--- config.mk ---
export PLATFORM = sky130hd
export DESIGN_NAME = mio_cli_cmd_arb
export DESIGN_NICKNAME = d
export VERILOG_FILES = /design/src/rtl/mio_cli_cmd_arb.sv
export SDC_FILE = /design/constraint.sdc
export NUM_CORES = 1
export LEC_CHECK = 0
export ABC_AREA = 0
export CAP_MARGIN = 15
export CORE_MARGIN = 10
export CORE_UTILIZATION = 36
export CTS_CLUSTER_DIAMETER = 30
export CTS_CLUSTER_SIZE = 20
export DETAILED_ROUTE_END_ITERATION = 8
export PLACE_DENSITY_LB_ADDON = 0.12
export SLEW_MARGIN = 20
export SYNTH_ARGS = -nofsm -noshare
export SYNTH_HDL_FRONTEND = slang
export SYNTH_SLANG_ARGS = --single-unit
--- constraint.sdc ---
create_clock -name clk -period 3.3 [get_ports clk]
set_input_delay 0.66 -clock clk [delete_from_list [all_inputs] [get_ports clk]]
set_output_delay 0.66 -clock clk [all_outputs]
set_load 0.01 [all_outputs]
--- src/rtl/mio_cli_cmd_arb.sv ---
// mio_cli_cmd_arb
// Round-robin arbiter that lets NUM_REQ requesters share one command/response
// channel. Only one transaction is ever outstanding. The winning request is
// captured, issued until the channel accepts it, and the response is then
// routed back one-hot to the requester that issued it.
//
// Optional feature: define MIO_CLI_ARB_TIMEOUT_EN to add a response timeout.
// When a response does not arrive within TIMEOUT_CYCLES cycles of WAIT_RSP,
// the requester receives an error completion (req_rsp_err=1, data 0).
// Without the macro, WAIT_RSP waits forever and req_rsp_err is tied low.
//
// Ports
//   clk            sole clock, rising edge
//   reset          asynchronous, active-high reset
//   req_valid      per-requester command pending
//   req_ready      per-requester grant (combinational, IDLE only)
//   req_data       requester i payload at [i*DATA_W +: DATA_W]
//   cmd_valid      command to shared channel valid
//   cmd_ready      shared channel accepts command
//   cmd_data       granted command payload
//   cmd_id         granted requester index
//   rsp_valid      shared channel response strobe
//   rsp_data       response payload
//   req_rsp_valid  one-hot response delivery (one cycle)
//   req_rsp_data   delivered response payload (held between deliveries)
//   req_rsp_err    delivered response is a timeout
//   busy           transaction in flight
//
// state    | meaning
// IDLE     | no transaction; grant offered combinationally to one requester
// ISSUE    | captured command presented on cmd_* until cmd_ready
// WAIT_RSP | command accepted; waiting for rsp_valid (or timeout)
module mio_cli_cmd_arb #(
    parameter int NUM_REQ        = 4,
    parameter int DATA_W         = 32,
    parameter int TIMEOUT_CYCLES = 256
) (
    input  logic                       clk,
    input  logic                       reset,
    input  logic [NUM_REQ-1:0]         req_valid,
    output logic [NUM_REQ-1:0]         req_ready,
    input  logic [NUM_REQ*DATA_W-1:0]  req_data,
    output logic                       cmd_valid,
    input  logic                       cmd_ready,
    output logic [DATA_W-1:0]          cmd_data,
    output logic [$clog2(NUM_REQ)-1:0] cmd_id,
    input  logic                       rsp_valid,
    input  logic [DATA_W-1:0]          rsp_data,
    output logic [NUM_REQ-1:0]         req_rsp_valid,
    output logic [DATA_W-1:0]          req_rsp_data,
    output logic                       req_rsp_err,
    output logic                       busy
);
    localparam int IW = $clog2(NUM_REQ);

    typedef enum logic [1:0] {
        IDLE     = 2'd0,
        ISSUE    = 2'd1,
        WAIT_RSP = 2'd2
    } state_t;

    state_t             r_state;
    logic [IW-1:0]      r_last_grant;
    logic [IW-1:0]      r_cmd_id;
    logic [DATA_W-1:0]  r_cmd_data;
    logic [NUM_REQ-1:0] r_rsp_valid;
    logic [DATA_W-1:0]  r_rsp_data;

    logic               w_grant_any;
    logic [IW-1:0]      w_grant_idx;
    logic [IW-1:0]      w_scan_idx;

`ifdef MIO_CLI_ARB_TIMEOUT_EN
    localparam int CW = $clog2(TIMEOUT_CYCLES);
    logic [CW-1:0] r_to_cnt;
    logic          r_rsp_err;
    logic          w_to_hit;

    // Counter starts at 0 on WAIT_RSP entry, so the limit is reached on the
    // TIMEOUT_CYCLES-th WAIT_RSP cycle.
    assign w_to_hit    = (r_to_cnt == CW'(TIMEOUT_CYCLES - 1));
    assign req_rsp_err = r_rsp_err;
`else
    assign req_rsp_err = 1'b0;
`endif

    // Scan from the farthest offset down to the nearest one so that the
    // requester closest after last_grant overwrites earlier candidates.
    // Offset NUM_REQ is last_grant itself, i.e. lowest priority.
    always_comb begin
        w_grant_any = 1'b0;
        w_grant_idx = '0;
        w_scan_idx  = '0;
        for (int k = NUM_REQ; k >= 1; k--) begin
            w_scan_idx = IW'((int'(r_last_grant) + k) % NUM_REQ);
            if (req_valid[w_scan_idx]) begin
                w_grant_any = 1'b1;
                w_grant_idx = w_scan_idx;
            end
        end
    end

    assign req_ready = (r_state == IDLE && w_grant_any) ?
                       (NUM_REQ'(1) << w_grant_idx) : '0;

    always_ff @(posedge clk or posedge reset) begin
        if (reset) begin
            r_state      <= IDLE;
            r_last_grant <= IW'(NUM_REQ - 1);
            r_cmd_data   <= '0;
            r_cmd_id     <= '0;
            r_rsp_valid  <= '0;
            r_rsp_data   <= '0;
`ifdef MIO_CLI_ARB_TIMEOUT_EN
            r_to_cnt     <= '0;
            r_rsp_err    <= 1'b0;
`endif
        end else begin
            r_rsp_valid <= '0;
            case (r_state)
                IDLE: begin
                    if (w_grant_any) begin
                        r_cmd_data <= req_data[int'(w_grant_idx)*DATA_W +: DATA_W];
                        r_cmd_id   <= w_grant_idx;
                        r_state    <= ISSUE;
                    end
                end
                ISSUE: begin
                    if (cmd_ready) begin
                        r_state  <= WAIT_RSP;
`ifdef MIO_CLI_ARB_TIMEOUT_EN
                        r_to_cnt <= '0;
`endif
                    end
                end
                WAIT_RSP: begin
                    // A real response beats a timeout landing in the same cycle.
                    if (rsp_valid) begin
                        r_rsp_valid  <= NUM_REQ'(1) << r_cmd_id;
                        r_rsp_data   <= rsp_data;
                        r_last_grant <= r_cmd_id;
                        r_state      <= IDLE;
`ifdef MIO_CLI_ARB_TIMEOUT_EN
                        r_rsp_err    <= 1'b0;
                    end else if (w_to_hit) begin
                        r_rsp_valid  <= NUM_REQ'(1) << r_cmd_id;
                        r_rsp_data   <= '0;
                        r_rsp_err    <= 1'b1;
                        r_last_grant <= r_cmd_id;
                        r_state      <= IDLE;
                    end else begin
                        r_to_cnt     <= r_to_cnt + CW'(1);
`endif
                    end
                end
                default: r_state <= IDLE;
            endcase
        end
    end

    assign cmd_valid     = (r_state == ISSUE);
    assign cmd_data      = r_cmd_data;
    assign cmd_id        = r_cmd_id;
    assign req_rsp_valid = r_rsp_valid;
    assign req_rsp_data  = r_rsp_data;
    assign busy          = (r_state != IDLE);

endmodule
# Word level (Yosys, flattened, before mapping)
# Index checks and enable logic that the tools add are counted.
# Widths: inputs -> output; s select.
[classes] addsub=4 magnitude_cmp=4 n_eq_ne=5 n_shift=3 muxes=23 reduce_logical=6
[op_table] cell="$shiftx 128x8->32" n=1
[op_table] cell="$mux 2" n=7
[op_table] cell="$lt 2x3->1 const B" n=4
[op_table] cell="$mux 4" n=3
[op_table] cell="$bmux 1 s2" n=4
[op_table] cell="$mux 1" n=8
[op_table] cell="$shl 1x2->4 const A" n=2
[op_table] cell="$pmux 2 s3" n=1
[op_table] cell="$add 2x1->2 const B" n=2
[op_table] cell="$add 2x2->2 const B" n=2
[op_table] cell="$ne 2x2->1 const B" n=2
[op_table] cell="$reduce_and 2->1" n=2
[op_table] cell="$reduce_and 3->1" n=1
[op_table] cell="$eq 2x1->1 const B" n=1
[op_table] cell="$eq 2x2->1 const B" n=1
[op_table] cell="$logic_not 2->1" n=1
[op_table] cell="$ne 2x1->1 const B" n=1
[op_table] cell="$reduce_bool 2->1" n=1
[op_table] cell="$logic_and 1x1->1" n=1
[word_totals] ff_bits=74 inputBits=168 out_inout_bits=77 wordCells=51

# Depth between registers and ports, before layout
[depth] ltp_word=9 depth_mapped=8 mapped_depth_nobuf=5

# Worst setup path after synthesis
# Ideal clock, no wire load.
[synth_path] path_type="in2out" start="in req_valid[1]" end="out req_ready[2]" arrival_ns=1.769 required_ns=2.640 setup_slack_ns=0.871 path_stages=7 n_path_buf=2 cell_sequence="o21ai_0 > o21ai_0 > a221oi_1 > nand2b_1 > buf_2 > clkbuf_1 > nor2_1"
[synth_between] elab_chain_len=8 elab_cells_between_ends=19 classes_between="shift: 1; mux: 17; reduce/logical: 1"
[synth_rtl] element="start, declared" line_no="40" source="input logic [NUM_REQ-1:0] req_valid,"
[synth_rtl] element="$bmux 1 s2" line_no="96" source="if (req_valid[w_scan_idx]) begin"
[synth_rtl] element="$mux 1 (not written as such)" line_no="96"
[synth_rtl] element="$mux 2 or $mux 1 (tied branches) (4 in a row)" line_no="96"
[synth_rtl] element="$shl 1x2->4 or $logic_and 1x1->1 (tied branches)" line_no="104, 103"
[synth_rtl] element="$mux 4 (*)" line_no="103" source="assign req_ready = (r_state == IDLE && w_grant_any) ?"
[synth_rtl] element="end, declared" line_no="41" source="output logic [NUM_REQ-1:0] req_ready,"
# Every way passes the cells marked *; elsewhere a longest branch is shown, timed or not. The select of a mux whose other input is x is not followed.

# Worst setup path in the final report
[layout_path] start="in req_valid[1]" end="out req_ready[1]"
# Same word-level chain as after synthesis.

==> metrics.cfg <==
[clock_network]
clkTransAtPathRegs_ps=80
numCtsBuffers=9
postCtsHoldBufs=0
cts_tree=yes
cts.sinks=74
cts_setup_buffers=0
cts_htree_levels=3
cts-root-buf=clkbuf_8
clock_latency_ps=350
clock_path_buffers=2

[critical_path]
arrival_ps=2550
cp_num_buf_inv=3
worstSetupStartpointType=input pin
required_ps=2640
slowest_delay_ps=550
cpMostUsedCell=clkdlybuf4s50_1
cpLargestDelayFamily=buffers and inverters
crit_chain=clkdlybuf4s50_1 -> buf_4 -> nor2b_1 -> a221oi_2 -> or2_2 -> nor2_1 -> clkdlybuf4s50_1
end_kind=primary output
critical_path.max_fanout=4
critical_path_class=input pin to primary output
r2r_slack_ps=790
cp_slowest_cell=clkdlybuf4s50_1

[final_layout]
seqCellArea_mm2=0.001854
syn_to_final_growth_pct=75.10
fin_util_pct=64.97
n_antenna_cell=0
fill_cells=852
drive_gt1_share_pct=5.186
final_nets=780
multiInputGateArea_mm2=0.001638
design_area_mm2=0.006380

[grt]
first_global_vias=3994
grt_util_all_layers_pct=19.73
grt_first_pass_wirelength_mm=22.61
antenna_found_initial=0
grt_max_degree=57
overflow=0

[sta]
setup_viol=0
rsz0062_at_grt=no
slew_violations=0
finalClockSkew_ps=8.034
fmax_ghz=0.3119
fin_ws_ps=93.37
finalHoldViolCount=0
max_slew.worst_pin.slew_ps=927.1
period_share_pct=97.17
slew_headroom_pct=38.20
fin_crit_ps=3207

[run_status]
status=completed

[floorplanning]
design.core.area_mm2=0.009819
initial_core_util_pct=37.10
dieArea_mm2=0.01454
die_width_um=120.6
rows=36
boundaryPins=245
dieHeight_um=120.6

[logic_synthesis]
synth_fp_nets=542
synthAdderAreaFrac_pct=0
syn_area_mm2=0.003643
synth_flop_cell=dfrtp_1
avgSynthCellArea_um2=9.742
async_reset_ff_share_pct=100.0
netlist_top_cells_count=nand2_1 (141), dfrtp_1 (72), mux2i_1 (65)
synth_area_leaders=dfrtp_1 (49%), mux2i_1 (18%), nand2_1 (15%)
synth-simple-area-share_pct=17.24
synth_seq_area_share_pct=50.89
synth.top_cell.area_share_pct=49.45
syn_inst=374
synth_top_area_cell=dfrtp_1
synth_edf_count=0
synth_top_family_by_area=multiplexers
synth_cell_types=24
ys_seq_elements=74
synth_compound_gate_area_share_pct=9.272
synthMuxAreaShare_pct=17.86
yosysMostFrequentCell=nand2_1
synth_warnings=0
synth_xor_area_share_pct=0

[pwr]
power_density_mw_per_mm2=760.4
peakVddDrop_uv=467.9
power_mw=4.851
leakagePower_nw=2.934

[detailed_routing]
drc=0
drt_wl_total_mm=14.80
wl_per_cell_um=19.73
ant_nets=0
first_pass_iters=4
vias=3692
drtIter0Drc=181
vias_per_cell=4.923

[place]
port-buffer-count=243
place.gp.congestion=0.8537
placed_area_mm2=0.006206
pre_cts_ws_ps=-100.0
detailed_place_hpwl_mm=11.62

[hold_path]
hold_path_class=flip-flop to flip-flop

[run]
maxCapViolations=0

[cells in the final DEF, fill, tap and decap left out]
master,instances
inv_1,4
dlymetal6s2s_1,4
buf_12,1
nor2b_1,2
clkinv_2,2
a221oi_2,1
nor2_1,7
inv_2,1
o21ai_0,4
clkdlybuf4s50_1,239
or2_1,1
dfstp_2,2
o221a_4,1
nor2_2,1
and3_1,1
a21o_1,1
o21ai_1,1
nand2b_1,3
clkbuf_8,9
a21oi_1,1
dfrtp_1,72
nand2_1,141
nor3b_1,1
or2_2,2
nor3_1,1
clkbuf_1,4
clkinv_4,1
buf_4,11
o221ai_1,32
conb_1,1
mux2i_1,65
[area by class of cell]
| type | count | share of cell area, % |
|---|---|---|
| timing repair buffer | 255 | 39.89 |
| clock buffer | 13 | 2.177 |
| multi-input combinational | 267 | 25.67 |
| inverter | 5 | 0.2942 |
| sequential | 74 | 29.06 |
| tap | 133 | 2.608 |
| clock inverter | 3 | 0.2942 |
[cell families (layout without fill, tap and decap cells)]
family,Yosys count,count (layout)
buf+inv,33,276
compound gates,41,41
flops,74,74
other cells,1,1
simple gates,160,160
mux,65,65
[where the power goes]
part | switching, mW | leakage, nW | internal (mW)
combinational | 1.26 | 1.93 | 1.41
clock | 0.334 | 0.0814 | 0.273
sequential | 0.243 | 0.924 | 1.33
total | 1.84 | 2.93 | 3.01
[metrics by stage]
stage / hold slack [ps] / setup TNS (ps) / std cells
after detailed placement: 461.3 / -158.8 / 734
after global routing: 502.3 / 0 / 750
after global placement: 457.4 / -106.0 / 734
after CTS: 480.9 / 0 / 750
final: 476.4 / 0 / 750
after floorplan: 452.0 / 0 / 374
[worst min-delay path: stages (launching register included)]
cell	delay, ps
dfrtp_1	350
nand2_1	50
nand2_1	50
[timing repair]
action | CTS | global route
gates resized for setup | 1 | 5
pin swaps | 1 | 1
setup endpoints to repair | 2 | 4
[sequential cells by signal, indices dropped and copies added (netlist names)]
register       cells
cmd_data          32
cmd_id             2
r_last_grant       2
r_state            2
req_rsp_data      32
req_rsp_valid      4
[per-layer routing]
| metal | share of wire, % | vias to the layer above | track usage, % |
|---|---|---|---|
| met2 | 49 | 156 | 33.14 |
| li1 | - | 1751 | - |
| met3 | 10 | 16 | 8.329 |
| met5 | 0 | - | 0 |
| met1 | 39 | 1769 | 22.16 |
| met4 | 1.6 | 0 | 6.410 |
[final timing paths]
kind,from,to,depth (start not counted)
hold reg to reg,req_rsp_data[2],req_rsp_data[2],2
hold / removal,req_rsp_data[2],req_rsp_data[2],2
setup reg to reg,r_last_grant[1],cmd_data[12],6
min in group asynchronous,reset,cmd_data[0],2
setup / recovery,req_valid[1],req_ready[1],7
max in group asynchronous,reset,cmd_data[22],3
(Power assumes the default switching activity.)
